File: src/rtl/cpu_pkg.sv
// Shared types and constants for the accumulator CPU control path.
package cpu_pkg;

    localparam int OPCODE_WIDTH = 4;
    localparam int ALU_OP_WIDTH = 3;

    typedef enum logic [3:0] {
        OP_HLT  = 4'h0,
        OP_STO  = 4'h1,
        OP_LD   = 4'h2,
        OP_LDI  = 4'h3,
        OP_ADD  = 4'h4,
        OP_ADDI = 4'h5,
        OP_SUB  = 4'h6,
        OP_SUBI = 4'h7,
        OP_AND  = 4'h8,
        OP_OR   = 4'h9,
        OP_XOR  = 4'hA,
        OP_NOT  = 4'hB,
        OP_BEQ  = 4'hC,
        OP_BNE  = 4'hD,
        OP_BLT  = 4'hE,
        OP_JMP  = 4'hF
    } opcode_t;

    typedef enum logic [2:0] {
        ALU_ADD = 3'd0,
        ALU_SUB = 3'd1,
        ALU_AND = 3'd2,
        ALU_OR  = 3'd3,
        ALU_XOR = 3'd4,
        ALU_NOT = 3'd5
    } alu_op_t;

    typedef enum logic [1:0] {
        ACC_ALU = 2'd0,
        ACC_IMM = 2'd1,
        ACC_MDR = 2'd2
    } acc_src_t;

    typedef enum logic [2:0] {
        S_FETCH,
        S_DECODE,
        S_MEM_WAIT,
        S_EXECUTE,
        S_STORE,
        S_BRANCH,
        S_HALT
    } ctrl_state_t;

    function automatic alu_op_t alu_op_for(opcode_t op);
        case (op)
            OP_SUB, OP_SUBI: return ALU_SUB;
            OP_AND:          return ALU_AND;
            OP_OR:           return ALU_OR;
            OP_XOR:          return ALU_XOR;
            OP_NOT:          return ALU_NOT;
            default:         return ALU_ADD;
        endcase
    endfunction

endpackage

File: src/rtl/control_unit_if.sv
// Control-unit <-> datapath bundle: IR/status/memory inputs and all datapath strobes.
interface control_unit_if #(
    parameter int OPCODE_WIDTH = cpu_pkg::OPCODE_WIDTH,
    parameter int ALU_OP_WIDTH = cpu_pkg::ALU_OP_WIDTH
);

    logic [OPCODE_WIDTH-1:0] opcode;
    logic                    status_Z;
    logic                    status_N;
    logic                    mem_ready;

    logic                    ir_wr;
    logic                    pc_wr;
    logic                    pc_src;
    logic                    dmem_rd;
    logic                    dmem_wr;
    logic                    mdr_wr;
    logic                    acc_wr;
    logic [1:0]              acc_src;
    logic                    alu_b_src;
    logic [ALU_OP_WIDTH-1:0] alu_op;
    logic                    status_wr;
    logic                    halted;
    logic                    mem_error;

    modport master (
        input  opcode, status_Z, status_N, mem_ready,
        output ir_wr, pc_wr, pc_src, dmem_rd, dmem_wr, mdr_wr, acc_wr,
               acc_src, alu_b_src, alu_op, status_wr, halted, mem_error
    );

    modport slave (
        output opcode, status_Z, status_N, mem_ready,
        input  ir_wr, pc_wr, pc_src, dmem_rd, dmem_wr, mdr_wr, acc_wr,
               acc_src, alu_b_src, alu_op, status_wr, halted, mem_error
    );

endinterface

File: src/rtl/control_unit_branch_cond.sv
// Branch resolution: decides whether a branch opcode loads the PC given the Z/N flags.
module branch_cond
    import cpu_pkg::*;
(
    input  opcode_t opcode,
    input  logic    status_Z,
    input  logic    status_N,
    output logic    take
);

    always_comb begin
        take = 1'b0;
        case (opcode)
            OP_BEQ:  take = status_Z;
            OP_BNE:  take = !status_Z;
            OP_BLT:  take = status_N;
            OP_JMP:  take = 1'b1;
            default: take = 1'b0;
        endcase
    end

endmodule

File: src/rtl/control_unit.sv
// Multicycle control FSM of the accumulator CPU: sequences fetch/decode/memory/execute/branch
// and drives every datapath write enable from the current state.
module control_unit #(
    parameter int OPCODE_WIDTH = 4,
    parameter int ALU_OP_WIDTH = 3,
    parameter int MEM_TIMEOUT  = 15
) (
    input logic            clock,
    input logic            control_reset,
    control_unit_if.master bus
);
    import cpu_pkg::*;

    // One spare bit keeps the counter legal when the timeout is disabled.
    localparam int            CW    = (MEM_TIMEOUT > 0) ? $clog2(MEM_TIMEOUT + 1) : 1;
    localparam logic [CW:0]   LIMIT = (CW + 1)'(MEM_TIMEOUT);

    ctrl_state_t   state;
    logic [CW-1:0] wait_cnt;
    logic          mem_error_q;
    opcode_t       op;
    logic          take;
    logic [CW:0]   wait_next;
    logic          timed_out;

    assign op        = opcode_t'(bus.opcode[OPCODE_WIDTH-1 -: 4]);
    assign wait_next = {1'b0, wait_cnt} + (CW + 1)'(1);
    // A ready in the limit cycle completes normally, so it masks the timeout.
    assign timed_out = (MEM_TIMEOUT != 0) && !bus.mem_ready && (wait_next == LIMIT);

    branch_cond u_branch_cond (
        .opcode   (op),
        .status_Z (bus.status_Z),
        .status_N (bus.status_N),
        .take     (take)
    );

    always_ff @(posedge clock) begin
        if (control_reset) begin
            state       <= S_FETCH;
            wait_cnt    <= '0;
            mem_error_q <= 1'b0;
        end else begin
            case (state)
                S_FETCH: state <= S_DECODE;
                S_DECODE: begin
                    wait_cnt <= '0;
                    case (op)
                        OP_HLT:                                   state <= S_HALT;
                        OP_STO:                                   state <= S_STORE;
                        OP_LDI, OP_ADDI, OP_SUBI, OP_NOT:         state <= S_EXECUTE;
                        OP_BEQ, OP_BNE, OP_BLT, OP_JMP:           state <= S_BRANCH;
                        default:                                  state <= S_MEM_WAIT;
                    endcase
                end
                S_MEM_WAIT, S_STORE: begin
                    if (bus.mem_ready) begin
                        state <= (state == S_MEM_WAIT) ? S_EXECUTE : S_FETCH;
                    end else if (timed_out) begin
                        state       <= S_HALT;
                        mem_error_q <= 1'b1;
                    end else begin
                        wait_cnt <= wait_next[CW-1:0];
                    end
                end
                S_EXECUTE: state <= S_FETCH;
                S_BRANCH:  state <= S_FETCH;
                S_HALT:    state <= S_HALT;
                default:   state <= S_FETCH;
            endcase
        end
    end

    always_comb begin
        bus.ir_wr     = 1'b0;
        bus.pc_wr     = 1'b0;
        bus.pc_src    = 1'b0;
        bus.dmem_rd   = 1'b0;
        bus.dmem_wr   = 1'b0;
        bus.mdr_wr    = 1'b0;
        bus.acc_wr    = 1'b0;
        bus.acc_src   = ACC_ALU;
        bus.alu_b_src = 1'b0;
        bus.alu_op    = ALU_OP_WIDTH'(ALU_ADD);
        bus.status_wr = 1'b0;
        bus.halted    = 1'b0;
        bus.mem_error = 1'b0;
        if (!control_reset) begin
            case (state)
                S_FETCH: begin
                    bus.ir_wr = 1'b1;
                    bus.pc_wr = 1'b1;
                end
                S_MEM_WAIT: begin
                    bus.dmem_rd = 1'b1;
                    bus.mdr_wr  = bus.mem_ready;
                end
                S_EXECUTE: begin
                    bus.acc_wr    = 1'b1;
                    bus.status_wr = 1'b1;
                    case (op)
                        OP_LD:  bus.acc_src = ACC_MDR;
                        OP_LDI: bus.acc_src = ACC_IMM;
                        default: begin
                            bus.acc_src   = ACC_ALU;
                            bus.alu_op    = ALU_OP_WIDTH'(alu_op_for(op));
                            bus.alu_b_src = (op == OP_ADDI) || (op == OP_SUBI);
                        end
                    endcase
                end
                S_STORE: bus.dmem_wr = 1'b1;
                S_BRANCH: begin
                    bus.pc_src = 1'b1;
                    bus.pc_wr  = take;
                end
                S_HALT: begin
                    bus.halted    = 1'b1;
                    bus.mem_error = mem_error_q;
                end
                default: ;
            endcase
        end
    end

endmodule

File: src/flat_wrapper.sv
// flat-port wrapper written by rule: the top's interface ports become plain ports
module control_unit_flat import cpu_pkg::*;
#(
    parameter int OPCODE_WIDTH = 4,
    parameter int ALU_OP_WIDTH = 3,
    parameter int MEM_TIMEOUT  = 15
)
  (clock, control_reset, bus_opcode, bus_status_Z, bus_status_N, bus_mem_ready, bus_ir_wr, bus_pc_wr, bus_pc_src, bus_dmem_rd, bus_dmem_wr, bus_mdr_wr, bus_acc_wr, bus_acc_src, bus_alu_b_src, bus_alu_op, bus_status_wr, bus_halted, bus_mem_error);
  control_unit_if #(.OPCODE_WIDTH(OPCODE_WIDTH), .ALU_OP_WIDTH(ALU_OP_WIDTH)) bus_i ();
  input logic clock;
  input logic control_reset;
  input wire logic [$bits(bus_i.opcode)-1:0] bus_opcode;
  input wire logic [$bits(bus_i.status_Z)-1:0] bus_status_Z;
  input wire logic [$bits(bus_i.status_N)-1:0] bus_status_N;
  input wire logic [$bits(bus_i.mem_ready)-1:0] bus_mem_ready;
  output wire logic [$bits(bus_i.ir_wr)-1:0] bus_ir_wr;
  output wire logic [$bits(bus_i.pc_wr)-1:0] bus_pc_wr;
  output wire logic [$bits(bus_i.pc_src)-1:0] bus_pc_src;
  output wire logic [$bits(bus_i.dmem_rd)-1:0] bus_dmem_rd;
  output wire logic [$bits(bus_i.dmem_wr)-1:0] bus_dmem_wr;
  output wire logic [$bits(bus_i.mdr_wr)-1:0] bus_mdr_wr;
  output wire logic [$bits(bus_i.acc_wr)-1:0] bus_acc_wr;
  output wire logic [$bits(bus_i.acc_src)-1:0] bus_acc_src;
  output wire logic [$bits(bus_i.alu_b_src)-1:0] bus_alu_b_src;
  output wire logic [$bits(bus_i.alu_op)-1:0] bus_alu_op;
  output wire logic [$bits(bus_i.status_wr)-1:0] bus_status_wr;
  output wire logic [$bits(bus_i.halted)-1:0] bus_halted;
  output wire logic [$bits(bus_i.mem_error)-1:0] bus_mem_error;
  assign bus_i.opcode = bus_opcode;
  assign bus_i.status_Z = bus_status_Z;
  assign bus_i.status_N = bus_status_N;
  assign bus_i.mem_ready = bus_mem_ready;
  assign bus_ir_wr = bus_i.ir_wr;
  assign bus_pc_wr = bus_i.pc_wr;
  assign bus_pc_src = bus_i.pc_src;
  assign bus_dmem_rd = bus_i.dmem_rd;
  assign bus_dmem_wr = bus_i.dmem_wr;
  assign bus_mdr_wr = bus_i.mdr_wr;
  assign bus_acc_wr = bus_i.acc_wr;
  assign bus_acc_src = bus_i.acc_src;
  assign bus_alu_b_src = bus_i.alu_b_src;
  assign bus_alu_op = bus_i.alu_op;
  assign bus_status_wr = bus_i.status_wr;
  assign bus_halted = bus_i.halted;
  assign bus_mem_error = bus_i.mem_error;
  control_unit #(.OPCODE_WIDTH(OPCODE_WIDTH), .ALU_OP_WIDTH(ALU_OP_WIDTH), .MEM_TIMEOUT(MEM_TIMEOUT)) u_core (.clock(clock), .control_reset(control_reset), .bus(bus_i));
endmodule
File: config.mk
export PLATFORM = sky130hd
export DESIGN_NAME = control_unit_flat
export DESIGN_NICKNAME = d
export VERILOG_FILES = /design/src/rtl/cpu_pkg.sv /design/src/rtl/control_unit_if.sv /design/src/rtl/control_unit_branch_cond.sv /design/src/rtl/control_unit.sv /design/src/flat_wrapper.sv
export SDC_FILE = /design/constraint.sdc
export NUM_CORES = 1
export LEC_CHECK = 0
export ABC_CLOCK_PERIOD_IN_PS = 1580
export CELL_PAD_IN_SITES_DETAIL_PLACEMENT = 1
export CELL_PAD_IN_SITES_GLOBAL_PLACEMENT = 2
export CORE_UTILIZATION = 21
export DETAILED_ROUTE_END_ITERATION = 10
export PLACE_DENSITY = 0.78
export SYNTH_ARGS = -nofsm -noshare
export SYNTH_HDL_FRONTEND = slang
export SYNTH_HIERARCHICAL = 1
export SYNTH_SLANG_ARGS = --single-unit
File: constraint.sdc
create_clock -name clock -period 1.58 [get_ports clock]
set_clock_uncertainty 0.1 [all_clocks]
set_input_delay 0.316 -clock clock [delete_from_list [all_inputs] [get_ports clock]]
set_output_delay 0.316 -clock clock [all_outputs]
set_load 0.05 [all_outputs]
### Yosys cells after proc, flatten, opt, wreduce, memory -nomap -nowiden

Memories as Yosys holds them, arrays and structs flattened.
Index checks and enable logic that the tools add are counted.

| word-level totals | value |
|---|---|
| flip-flop bits (word level) | 8 |
| ROM bits | 48 |
| output and inout bits | 16 |
| logic and storage cells | 76 |
| memories | 1 |

Memory list:

| memory | depth | width | rd ports | clocked after Yosys merged registers in | write ports | line | text |
|---|---|---|---|---|---|---|---|
| (no name shown) | 16 | 3 | 1 | 0 | 0 | control_unit.sv:48 | `case (op)` |

| operators by class | value |
|---|---|
| add/subtract/negate cells | 1 |
| eq/ne operators | 23 |
| muxes and demuxes | 36 |
| bitwise gates (word level) | 1 |
| reduce and logical (&&, ||, !) cells | 11 |

Operator list:

| kind | count |
|---|---|
| equality test 4 bit (second input constant) | 8 |
| 2-to-1 mux 1 bit | 20 |
| 2-to-1 mux 3 bit | 5 |
| one-hot mux 3 bit (5 select lines) | 1 |
| equality test 4 x 3 -> 1 bit (second input constant) | 3 |
| one-hot mux 3 bit (4 select lines) | 1 |
| equality test 3 bit (second input constant) | 3 |
| equality test 4 x 2 -> 1 bit (second input constant) | 2 |
| 2-to-1 mux 4 bit | 2 |
| one-hot mux 4 bit (2 select lines) | 1 |
| equality test 3 x 2 -> 1 bit (second input constant) | 2 |
| 2-to-1 mux 2 bit | 3 |
| AND reduction 3 bit | 2 |
| OR reduction 2 bit | 3 |
| adder 4 x 1 -> 5 bit (second input constant) | 1 |
| equality test 5 x 4 -> 1 bit (second input constant) | 1 |
| != test 2 bit (second input constant) | 2 |
| one-hot mux 1 bit (4 select lines) | 1 |
| one-hot mux 2 bit (2 select lines) | 1 |
| equality test 3 x 1 -> 1 bit (second input constant) | 1 |
| logical NOT 3 bit | 1 |
| != test 3 x 2 -> 1 bit (second input constant) | 1 |
| logical NOT 1 bit | 2 |
| one-hot mux 1 bit (2 select lines) | 1 |
| other kinds (4) | 4 |

### Longest topological paths before layout

Gate-level depths: netlist of the first run.

| depth | value |
|---|---|
| word-level depth | 6 |
| gate-level depth with buffers | 7 |
| mapped depth without buffers | 7 |

### By module

Netlist of the first run, hierarchy kept.

Modules (own cells, without submodules):

| module | instances | cells each | area each (um^2) |
|---|---|---|---|
| control_unit | 1 | 90 | 668.1 |
| branch_cond | 1 | 3 | 28.8 |

### Worst setup path after synthesis of the first run

Ideal clock, no wire load.

| timing | value |
|---|---|
| kind | flip-flop to output port |
| start | register u_core.state[2] |
| end | output port bus_acc_src[1] |
| data arrival time | 2.644 ns |
| slack | -1.480 ns |
| cell stages (with the launch flop) | 6 |
| path buffers | 1 |
| cell sequence | dfxtp_1 buf_6 nand2b_4 nor2_1 nand3b_1 nor3_1 |

| on the way | value |
|---|---|
| longest elaborated chain between the ends | 3 |

RTL lines:

| element | line | text |
|---|---|---|
| from (decl) | control_unit.sv:18 | `ctrl_state_t state;` |
| from (signal assigned) | control_unit.sv:58 | `state <= (state == S_MEM_WAIT) ? S_EXECUTE : S_FETCH;` |
| equality test 3 x 2 -> 1 bit | - |  |
| 2-to-1 mux 2 bit | control_unit.sv:89 | `case (state)` |
| 2-to-1 mux 2 bit | control_unit.sv:88 | `if (!control_reset) begin` |
| to (decl) | flat_wrapper.sv:23 | `output wire logic [$bits(bus_i.acc_src)-1:0] bus_acc_src;` |

Every way passes these cells.

### Final worst setup path of the first run

| timing | value |
|---|---|
| start | input port bus_mem_ready |
| end | register u_core.wait_cnt[3] |

| on the way | value |
|---|---|
| longest elaborated chain between the ends | 4 |

RTL lines:

| element | line | text |
|---|---|---|
| from (decl) | flat_wrapper.sv:15 | `input wire logic [$bits(bus_i.mem_ready)-1:0] bus_mem_ready;` |
| logical NOT 1 bit | control_unit.sv:29 | `assign timed_out = (MEM_TIMEOUT != 0) && !bus.mem_ready && (wait_next == LIMIT);` |
| logical AND 1 bit | control_unit.sv:29 |  |
| != test 2 bit (no line) | - |  |
| AND reduction 3 bit (no line) (*) | - |  |
| to (signal assigned) | control_unit.sv:63 | `wait_cnt <= wait_next[CW-1:0];` |
| to (decl) | control_unit.sv:19 | `logic [CW-1:0] wait_cnt;` |

Mark *: on every way between the ends. The rest lies on a longest branch, timed or not.
A chain may end at the register's enable or synchronous reset.

==> flow_metrics.tcl, run 1 <==
set metrics [dict create \
    vias_per_cell 4.78 \
    wl_per_cell_um 16.9 \
    muxShareOfSynthArea_pct 2.15 \
    h-tree-depth 1 \
    drive_gt1_share_pct 66.7 \
    mostFrequentLayoutCells "buf_4 (32), buf_12 (16), buf_6 (15)" \
    gr-total-overflow 0 \
    p_per_area_nw_per_um2 464 \
    end_kind "flip-flop" \
    required_ns 1.68 \
    path_clk_slew_ns 0.06 \
    fin_area_sq_um 1820 \
    critPathKind "in2reg" \
    report.final.hold_viol_count 0 \
    hpwlAfterDp_mm 2.26 \
    drtPass1Iterations 4 \
    cp_max_fo 5 \
    synth-compound-area-share_pct 23.2 \
    synth_seq_area_share_pct 23.0 \
    syn-cell-area_sq_um 697 \
    die_area_sq_um 3550 \
    status "complete, but fails checks" \
    async_flop_share_pct 0 \
    finalSetupViolCount 21 \
    ant_nets 0 \
    yosysWarnings 6 \
    min_path_type "reg2reg" \
    utilization_pct 58.6 \
    yosys.area_share.simple_pct 40.9 \
    cts_tree "done" \
    cts_root_buffer "clkbuf_4" \
    relSlewSlack_pct 81.2 \
    reg2reg_depth 8 \
    grt_pass1_wl_mm 4.94 \
    clockBufferDepth 2 \
    synthAdderAreaFrac_pct 3.59 \
    fin_crit_sh_pct 122 \
    synth-main-ff-cell "dfxtp_1" \
    period_needed_ns 1.92 \
    synth_top_family_by_area "simple AND/OR/NAND/NOR gates" \
    holdWs_ns 0.412 \
    place_area_sq_um 1460 \
    clock_sinks 8 \
    timing.rr.start "u_core/wait_cnt[0]" \
    max-vdd-ir-drop_mv 0.323 \
    place_congestion 0.758 \
    ys_types 37 \
    insertion_delay_ns 0.27 \
    rows 20 \
    boundaryPins 25 \
    violations "negative setup slack" \
    numCtsBuffers 3 \
    rrSetupSlack_ns -0.30 \
    cts_hold_buf 0 \
    synth_edf_count 0 \
    cp-start-kind "primary input" \
    wl_mm 3.53 \
    report.power.total_mw 0.844 \
    worst_r2r_endpoint "u_core/wait_cnt[3]" \
    synth_seq_cells 8 \
    synth_fp_nets 104 \
    grt_max_degree 13 \
    synthCells 93 \
    dp_slack_ns -0.534 \
    vias 999 \
    grt_antenna_before_repair 0 \
    cellLeakagePower_nw 0.735 \
    die_w_um 59.6 \
    rsz0062_at_grt "true" \
    synthToLayoutAreaGrowth_pct 161 \
    grt.total_usage_pct 19.1 \
    hold_path_depth 2 \
    avgSynthCellArea_sq_um 7.49 \
    nets 177 \
    worst_pin_slew_ns 0.280 \
    drc 0 \
    arrival_ns 2.02 \
    drt_iter0_drc 27 \
    fmax_ghz 0.521 \
    yosys.area.top_type "dfxtp_1" \
    diodes 0 \
    portBuffers 24 \
    grt_pass1_vias 1028 \
    max_cap_viol_count 0 \
    setup_ws_ns -0.341 \
    synth_xor_area_share_pct 1.26 \
    min_from "u_core/mem_error_q" \
    die_y_um 59.6 \
    start_util_pct 22.5 \
    synthTopCellsByArea "dfxtp_1 (23%), nand2_1 (5.9%), a21oi_1 (5.0%)" \
    final_common_cell "buf_4" \
    drv_slew 0 \
    fillers 354 \
    synth_top_area_share_pct 23.0 \
    coreArea_sq_um 3100 \
    hold_end "u_core/mem_error_q" \
]
timing repair:
| action | in CTS | in global routing |
|---|---|---|
| buffers inserted | 12 | 10 |
| setup endpoints to repair | 23 | 23 |
| gates resized for setup | 41 | 17 |
| pin swaps | 10 | 15 |
cell type report:
cell class / count / area [sq um] / area share, %
tap: 44 / 55.1 / 3.03
timing repair buffer: 72 / 821 / 45.1
clock buffer: 4 / 26.3 / 1.44
multi-input combinational: 77 / 726 / 39.9
sequential: 8 / 174 / 9.56
inverter: 4 / 17.5 / 0.963
per-stage QoR:
stage,instances,TNS [ns]
3_3_place_gp,185,-7.95
2_1_floorplan,93,-2.18
6_report,209,-4.42
4_1_cts,201,-3.99
3_5_place_dp,185,-8.33
5_1_grt,209,-5.59
how the worst max path moves through the flow:
| stage | slack, ns | from | to | cells after the start |
|---|---|---|---|---|
| after detailed placement | -0.53 | control_reset | bus_acc_src[1] | 6 |
| after global routing | -0.38 | bus_mem_ready | u_core/wait_cnt[3] | 7 |
| final | -0.34 | bus_mem_ready | u_core/wait_cnt[3] | 7 |
| after floorplan | -0.49 | u_core/state[2] | bus_alu_op[2] | 5 |
| after global placement | -0.51 | control_reset | bus_acc_src[1] | 6 |
| after CTS | -0.29 | u_core/state[2] | bus_acc_src[0] | 6 |
layer usage:
layer | up-vias | routed length [um] | GRT usage [%] | share of wire (%)
met2 | 17 | 1930 | 32.7 | 55
met3 | 7 | 61 | 3.06 | 1.7
met1 | 499 | 1490 | 23.9 | 42
li1 | 476 | - | - | -
met5 | - | 0 | 0 | 0
met4 | 0 | 53 | 6.98 | 1.5
cell usage after synthesis (all sizes together) (2+ instances only):
| cell type | n |
|---|---|
| nand2 | 11 |
| nor2 | 9 |
| dfxtp | 8 |
| a21oi | 7 |
| nand2b | 5 |
| and3 | 4 |
| inv | 4 |
| nand3 | 4 |
| nor2b | 4 |
| o21ai | 4 |
| a31oi | 3 |
| and2 | 3 |
| nand3b | 3 |
| nor3 | 3 |
| buf | 2 |
| clkbuf | 2 |
| ha | 2 |
sequential cells by signal, indices dropped and copies added (netlist names):
signal,flops
u_core/wait_cnt,4
u_core/state,3
u_core/mem_error_q,1
power breakdown:
group	total [mW]	switching [mW]	internal (mW)
Combinational	0.427	0.204	0.223
Sequential	0.229	0.0174	0.212
Clock	0.188	0.0902	0.0978
Total	0.844	0.312	0.532
worst max-delay path: stages:
cell and delay [ns]:
clkdlybuf4s50_1 0.46, or2_1 0.29, a221oi_4 0.26, o21ai_4 0.16, buf_6 0.14, o31a_1 0.25
a21oi_1 0.15
cell families after synthesis:
| kind of cell | count (synthesis) |
|---|---|
| multiplexers | 1 |
| flip-flops | 8 |
| AO/OA/AOI/OAI | 22 |
| adder cells (fa/ha/maj) | 2 |
| buffers and inverters | 8 |
| AND/OR/NAND/NOR | 51 |
| XOR/XNOR | 1 |
Note: power is estimated with default switching activity, not from simulation.
==> inputs of run 2 (changes only) <==
- CORE_MARGIN: not set -> 4
==> run 2 against run 1 <==
Against the previous run: the flow still finishes with violations (negative setup slack); via count shrank 2.1%; worst setup slack got worse by 0.012 ns; sequential share of layout area rose by 0.17 points; total power increased by 3.5%; critical path depth decreased by 1; clock power decreased by 4%; largest power group unchanged.
==> flow_metrics.tcl, run 2 (same netlist as run 1, synthesis figures left out) <==
set metrics [dict create \
    status "complete, but fails checks" \
    violations "negative setup slack" \
    clock_power_share_pct 20.6 \
    die_y_um 65.6 \
    wl_mm 3.36 \
    insertion_delay_ns 0.26 \
    place_congestion 0.785 \
    path_clk_slew_ns 0.07 \
    multi_input_area_sq_um 721 \
    p_int_mw 0.559 \
    p_per_area_nw_per_um2 485 \
    nets 177 \
    cp_max_fo 3 \
    mostFrequentLayoutCells "buf_4 (34), buf_12 (17), buf_6 (13)" \
    cts_tree "done" \
    die_w_um 65.6 \
    worst_pin_slew_ns 0.270 \
    grt_antenna_before_repair 0 \
    dpl.cell_count 183 \
    synthToLayoutAreaGrowth_pct 158 \
    seq_power_share_pct 26.4 \
    drt_iter0_drc 21 \
    period_needed_ns 1.93 \
    combPwrFrac_pct 53.0 \
    dp_slack_ns -0.527 \
    drtPass1Iterations 4 \
    clockBufferDepth 2 \
    top_register "u_core/wait_cnt" \
    largest_register_ffs 4 \
    boundaryPins 25 \
    h-tree-depth 1 \
    arrival_ns 1.52 \
    cts_root_buffer "clkbuf_4" \
    p_sw_mw 0.315 \
    switching_share_pct 36.0 \
    vias_per_cell 4.68 \
    fin_area_sq_um 1800 \
    min_path_type "in2reg" \
    seqCellArea_sq_um 175 \
    holdWs_ns 0.400 \
    required_ns 1.16 \
    cts_hold_buf 0 \
    diodes 0 \
    start_util_pct 22.5 \
    max_cap_viol_count 0 \
    ant_nets 0 \
    fillers 364 \
    report.final.hold_viol_count 0 \
    rows 20 \
    fmax_ghz 0.517 \
    vias 978 \
    instances_no_fill 209 \
    hpwlAfterDp_mm 2.28 \
    drive_gt1_share_pct 70.9 \
    rsz0062_at_grt "true" \
    end_kind "output port" \
    fin_crit_sh_pct 122 \
    die_area_sq_um 4300 \
    setup_ws_ns -0.353 \
    clock_sinks 8 \
    place_area_sq_um 1460 \
    grt_pass1_wl_mm 5.26 \
    final_common_cell "buf_4" \
    grt_max_degree 9 \
    grt_pass1_vias 1062 \
    top_regs "u_core/wait_cnt: 4 flops, u_core/state: 3 flops, u_core/mem_error_q: 1 flops" \
    coreArea_sq_um 3100 \
    drv_slew 0 \
    cp-start-kind "flip-flop" \
    gr-total-overflow 0 \
    max-vdd-ir-drop_mv 0.239 \
    relSlewSlack_pct 82.0 \
    critPathKind "reg2out" \
    cellLeakagePower_nw 0.741 \
    wl_per_cell_um 16.1 \
    grt.total_usage_pct 16.0 \
    numCtsBuffers 3 \
    drc 0 \
    portBuffers 24 \
    finalSetupViolCount 20 \
]
-- run 2: cell types whose count changed in the layout (fill, tap and decap cells not counted), sizes merged --
cell           delta
clkdlybuf4s15     -1
buf               +3
dlygate4sd2       -2
-- run 2: power groups by stage --
stage,Sequential (mW),Combinational [mW],Clock (mW)
finish,0.231,0.464,0.180
global route,0.233,0.492,0.204
CTS,0.231,0.431,0.186
detailed placement,0.232,0.351,0
global placement,0.231,0.342,0
floorplan,0.237,0.159,0
-- run 2: area by class of cell --
cell class              instances  area share, %
multi-input cells              77           40.0
clock buffers                   4           1.46
repair buffers                 72           44.8
well taps                      44           3.06
inverters                       4          0.973
flip-flops and latches          8           9.73
-- run 2: repair_timing --
action                     in CTS  in global routing
gates resized for setup        50                 11
cloned                          0                  0
hold endpoints to repair        0                  0
pin swaps                      17                 12
setup endpoints to repair      23                 23
buffers inserted               15                  8
-- run 2: layer usage --
layer  vias up  global-route usage (%)  wire [um]
met5         -                       0          0
met4         0                    5.44        106
met3         8                    1.37         43
li1        478                       -          -
met2        15                    30.8       1820
met1       477                    18.1       1390
-- run 2: worst paths after layout --
check,startpoint,endpoint,slack [ns],cells past startpoint
max,u_core/state[2],bus_acc_src[0],-0.35,6
min,control_reset,u_core/wait_cnt[3],0.40,4
max reg2reg,u_core/state[2],u_core/wait_cnt[1],-0.29,8
min reg2reg,u_core/wait_cnt[2],u_core/wait_cnt[2],0.41,2
-- run 2: critical path: stages (launching register included) --
cell      delay [ns]
dfxtp_2         0.32
nand2b_4        0.15
nor2_4          0.09
nand3b_1        0.21
buf_4           0.22
nor2b_4         0.13
buf_12          0.14
-- run 2: stage by stage --
step,utilization [%],total power [mW],setup TNS (ns)
floorplan,-,0.397,-2.18
global placement,46.9,0.573,-8.13
detailed placement,46.9,0.583,-8.62
CTS,54.8,0.848,-3.68
global route,58.0,0.928,-5.71
finish,58.0,0.874,-4.56
